**config.mk**
```make
export PLATFORM = sky130hd
export DESIGN_NAME = if_id_ctrl
export DESIGN_NICKNAME = d
export VERILOG_FILES = /design/src/rtl/if_id_ctrl.sv
export SDC_FILE = /design/constraint.sdc
export NUM_CORES = 1
export LEC_CHECK = 0
export CAP_MARGIN = 20
export CORE_UTILIZATION = 30
export CTS_BUF_LIST = sky130_fd_sc_hd__clkbuf_16
export CTS_CLUSTER_SIZE = 25
export DETAILED_ROUTE_END_ITERATION = 10
export HOLD_SLACK_MARGIN = 0.15
export PLACE_DENSITY = 0.6
export SYNTH_ARGS = -nofsm -noshare
export SYNTH_HDL_FRONTEND = slang
export SYNTH_SLANG_ARGS = --single-unit
```
**constraint.sdc**
```tcl
create_clock -name clk -period 10.3 [get_ports clk]
set_clock_uncertainty 0.05 [all_clocks]
set_input_delay 2.06 -clock clk [delete_from_list [all_inputs] [get_ports clk]]
set_output_delay 2.06 -clock clk [all_outputs]
set_load 0.05 [all_outputs]
```
**src/rtl/if_id_ctrl.sv**
```systemverilog
// IF/ID pipeline register with load-use hazard detection, EX-stage branch
// redirect to fetch, and saturating stall/flush debug counters.
module if_id_ctrl #(
  parameter logic [31:0] NOP_INSTR = 32'h00000013,
  parameter int unsigned CNT_W     = 16
) (
  input  logic             clk,
  input  logic             reset,
  input  logic [31:0]      if_instr,
  input  logic [31:0]      if_pc,
  input  logic             ex_branch_taken,
  input  logic [31:0]      ex_branch_target,
  input  logic             idex_mem_read,
  input  logic [4:0]       idex_rd,
  output logic             pc_write,
  output logic             branch_taken,
  output logic [31:0]      branch_addr,
  output logic [31:0]      id_instr,
  output logic [31:0]      id_pc,
  output logic             id_valid,
  output logic             idex_bubble,
  output logic [CNT_W-1:0] stall_cnt,
  output logic [CNT_W-1:0] flush_cnt
);

  typedef enum logic {
    ST_START,
    ST_ACTIVE
  } state_t;

  typedef enum logic [1:0] {
    MODE_IDLE,
    MODE_RUN,
    MODE_STALL,
    MODE_FLUSH
  } mode_t;

  localparam logic [6:0] OP_LUI   = 7'b0110111;
  localparam logic [6:0] OP_AUIPC = 7'b0010111;
  localparam logic [6:0] OP_JAL   = 7'b1101111;
  localparam logic [6:0] OP_R     = 7'b0110011;
  localparam logic [6:0] OP_S     = 7'b0100011;
  localparam logic [6:0] OP_B     = 7'b1100011;

  state_t            state_q, state_d;
  mode_t             mode;
  logic [31:0]       instr_q, instr_d;
  logic [31:0]       pc_q, pc_d;
  logic              valid_q, valid_d;
  logic [CNT_W-1:0]  stall_cnt_q, stall_cnt_d;
  logic [CNT_W-1:0]  flush_cnt_q, flush_cnt_d;

  logic [6:0]        opcode;
  logic [4:0]        rs1, rs2;
  logic              rs1_used, rs2_used;
  logic              load_use;

  always_comb begin
    opcode   = instr_q[6:0];
    rs1      = instr_q[19:15];
    rs2      = instr_q[24:20];
    rs1_used = !(opcode == OP_LUI || opcode == OP_AUIPC || opcode == OP_JAL);
    rs2_used = (opcode == OP_R) || (opcode == OP_S) || (opcode == OP_B);
    load_use = valid_q && idex_mem_read && (idex_rd != 5'd0) &&
               ((rs1_used && (rs1 == idex_rd)) || (rs2_used && (rs2 == idex_rd)));
  end

  always_comb begin
    state_d      = ST_ACTIVE;
    mode         = MODE_IDLE;
    instr_d      = instr_q;
    pc_d         = pc_q;
    valid_d      = valid_q;
    stall_cnt_d  = stall_cnt_q;
    flush_cnt_d  = flush_cnt_q;
    pc_write     = 1'b0;
    branch_taken = 1'b0;
    branch_addr  = '0;
    idex_bubble  = 1'b0;

    // Before the first post-reset edge everything idles so fetch holds its reset PC.
    if (state_q == ST_ACTIVE) begin
      if (ex_branch_taken)  mode = MODE_FLUSH;
      else if (load_use)    mode = MODE_STALL;
      else                  mode = MODE_RUN;
    end

    unique case (mode)
      MODE_FLUSH: begin
        branch_taken = 1'b1;
        branch_addr  = ex_branch_target;
        pc_write     = 1'b1;
        idex_bubble  = 1'b1;
        instr_d      = NOP_INSTR;
        pc_d         = '0;
        valid_d      = 1'b0;
        if (flush_cnt_q != '1) flush_cnt_d = flush_cnt_q + CNT_W'(1);
      end
      MODE_STALL: begin
        idex_bubble = 1'b1;
        if (stall_cnt_q != '1) stall_cnt_d = stall_cnt_q + CNT_W'(1);
      end
      MODE_RUN: begin
        pc_write = 1'b1;
        instr_d  = if_instr;
        pc_d     = if_pc;
        valid_d  = 1'b1;
      end
      default: ;
    endcase
  end

  always_ff @(posedge clk or posedge reset) begin
    if (reset) begin
      state_q     <= ST_START;
      instr_q     <= NOP_INSTR;
      pc_q        <= '0;
      valid_q     <= 1'b0;
      stall_cnt_q <= '0;
      flush_cnt_q <= '0;
    end else begin
      state_q     <= state_d;
      instr_q     <= instr_d;
      pc_q        <= pc_d;
      valid_q     <= valid_d;
      stall_cnt_q <= stall_cnt_d;
      flush_cnt_q <= flush_cnt_d;
    end
  end

  assign id_instr  = instr_q;
  assign id_pc     = pc_q;
  assign id_valid  = valid_q;
  assign stall_cnt = stall_cnt_q;
  assign flush_cnt = flush_cnt_q;

endmodule

```
==> flow_summary.toml <==
[synth]
synth-seq-cells = 98
synthDominantCellAreaShare_pct = 49.7
ys_seq_area_share_pct = 51.3
syn_nets = 563
synth_warnings = 0
postSynthAreaPerCell_um2 = 10.5
synth_edf_count = 0
synth_common_cells = "95 x dfrtp_1, 41 x and3_1, 41 x nand3_1"
synth_top_area_cell = "dfrtp_1"
synth.most_common_cell = "dfrtp_1"
synth_top_flop_cell = "dfrtp_1"
synth.distinct_cells = 45
synth-async-reset-ratio_pct = 100
yosys-top-cells-area = "dfrtp_1 50%, a22o_1 5.9%, and3_1 5.4%"
syn_area_um2 = 4780
syn_inst = 456

[cts]
cts_setup_buffers = 0
cts_sinks = 98
clkTransAtPathRegs_ns = 0.07
cts_made_buffers = 9
cts-root-buf = "clkbuf_16"
htreeDepth = 3
clk_latency_ns = 0.35
hold_buffers = 0
tritoncts = "yes"
cts_buffer_depth = 2
postCtsResizedCells = 0

[routing]
dr.first_iter.drc_count = 188
wl_per_cell_um = 16.2
wl_um = 14400
final_antenna_net_count = 0
drc = 0
via_count = 4366
vias_per_cell = 4.92
dr.pass1.iters = 4

[placed_design]
numPortBuffers = 236
post-place-ws_ns = 2.92
place_congestion = 0.783
dp_hpwl_um = 10100

[status]
status = "complete, no violations"

[grt]
grt_pass1_vias = 4380
grt_max_degree = 78
track_usage_pct = 17.6
grt_remaining_overflow = 0
met3_usage_pct = 5.05
met2_usage_pct = 31.6
grt-busiest-layer = "met2"
antenna_found_initial = 0
met1_usage_pct = 19.6
grt_pass1_wl_um = 22500

[critical_path]
start_kind = "primary input"
cpPeakStageDelay_ns = 0.83
reg2reg_depth = 4
reg2reg_slack_ns = 7.47
r2r_end = "id_instr[26]"
crit_required_ns = 8.19
crit_path_start = "idex_rd[0]"
slowest_stage = "clkdlybuf4s50_1"
r2r_start = "state_q"
crit_buf_inv = 5
end_kind = "primary output"
crit_end = "pc_write"
critPathMaxFanout = 77
path_delay_family = "buffers and inverters"
path_depth = 9
arrival_ns = 5.22
worstSetupPathType = "primary input to primary output"
crit_chain = "clkdlybuf4s50_1, or3_1, o311a_1, o21ai_4, buf_4, o21ai_2, buf_4, inv_1, clkdlybuf4s50_1"

[hold_path]
min-delay-start = "flush_cnt[7]"
hold_path_class = "register to register"

[job]
drv_cap = 0

[floorplan]
die_y_um = 128
num_rows = 45
initial_utilization_pct = 31.1
die_area_um2 = 16500
io-pin-count = 237
core-area_um2 = 15400
fp.dieW_um = 128

[finish]
nets = 778
drive_gt1_share_pct = 5.03
area_growth_pct = 59.3
fin_util_pct = 49.6
diodes = 0

[sta]
hold_viol_final = 0
worst_pin_slew_ns = 1.02
timing.final.ws_setup_ns = 2.97
period_share_pct = 71.1
finalMaxSlewViolations = 0
setup_viol = 0
fmax_mhz = 136
slew_headroom_pct = 32.3
final.setup.tns_ns = 0
fin_crit_ns = 7.33
rsz0062_at_grt = "false"

[pwr]
p_per_area_nw_per_um2 = 152
vdd_ir_drop_max_v = 0.0000898
power_leakage_nw = 3.22
==> placed cells by master (no fill, tap or decap), types with 2 or more instances in the layout <==
cell,count
clkdlybuf4s50_1,235
dfrtp_1,94
and3_1,41
nand3_1,41
inv_1,34
a22o_1,32
nand2b_1,30
o311ai_0,29
xnor2_1,23
xor2_1,12
nand2_1,9
clkbuf_16,9
nor2_1,8
nand4_1,8
and4_1,7
nor3_1,6
and2_1,4
a21oi_1,4
nand4b_1,3
o22a_1,3
dfstp_2,3
buf_4,3
nor2b_1,2
or3_1,2
mux2_2,2
nand3b_1,2
nor4_1,2
ha_1,2
clkinv_2,2
bufinv_16,2
==> worst register-to-register path: cells and delay by family, from the launching register on <==
| family | cells | cell delay, ns |
|---|---|---|
| simple gates | 2 | 1.35 |
| flops | 1 | 1.00 |
| buf+inv | 1 | 0.21 |
| compound gates | 1 | 0.17 |
==> power breakdown <==
part           total, mW  leakage [nW]  internal, mW  switching [mW]
clock network      0.354         0.154         0.210           0.144
logic              0.349          1.79         0.136           0.212
registers          0.458          1.28         0.420          0.0385
==> layout make-up <==
type                            instances  area [µm²]
Clock buffer                            9         225
Clock inverter                          7        85.1
Fill cell                            1418        7750
Inverter                               34         130
Multi-Input combinational cell        288        2050
Sequential cell                        98        2460
Tap cell                              211         264
Timing Repair Buffer                  240        2410
==> cell families after synthesis <==
group           after synthesis  share of synthesized area [%]
simple gates                171                           21.2
flops                        98                           51.3
compound gates               76                           13.4
buf+inv                      70                           6.20
xor+xnor                     36                           6.75
fa+ha+maj                     2                          0.523
mux                           2                          0.471
other cells                   1                         0.0784
==> through the flow <==
step | total power [mW] | area (µm²) | std cells | hold WS (ns)
2_1_floorplan | 0.667 | 4780 | 456 | 0.627
3_3_place_gp | 0.812 | 7280 | 870 | 0.430
3_5_place_dp | 0.815 | 7280 | 870 | 0.440
4_1_cts | 1.17 | 7590 | 886 | 0.448
5_1_grt | 1.21 | 7620 | 887 | 0.462
6_report | 1.16 | 7620 | 887 | 0.443
==> registers in the layout, summed over array words and instances (netlist names) <==
| register | cells |
|---|---|
| stall_cnt | 16 |
| flush_cnt | 16 |
| id_valid | 1 |
| id_instr | 32 |
| id_pc | 32 |
| state_q | 1 |
==> layer usage <==
metal	vias up	wire length (µm)
met3	12	1250
li1	2070	-
met2	183	7210
met1	2101	5740
met5	-	0
met4	0	191
==> how the worst min path moves through the flow <==
| stage | to | slack [ns] | cells past startpoint |
|---|---|---|---|
| floorplan | id_instr[0] | 0.63 | 1 |
| global placement | flush_cnt[12] | 0.43 | 1 |
| detailed placement | id_pc[3] | 0.44 | 1 |
| CTS | stall_cnt[15] | 0.45 | 1 |
| global route | flush_cnt[7] | 0.46 | 1 |
| finish | flush_cnt[7] | 0.44 | 1 |
(Power assumes the default switching activity.)
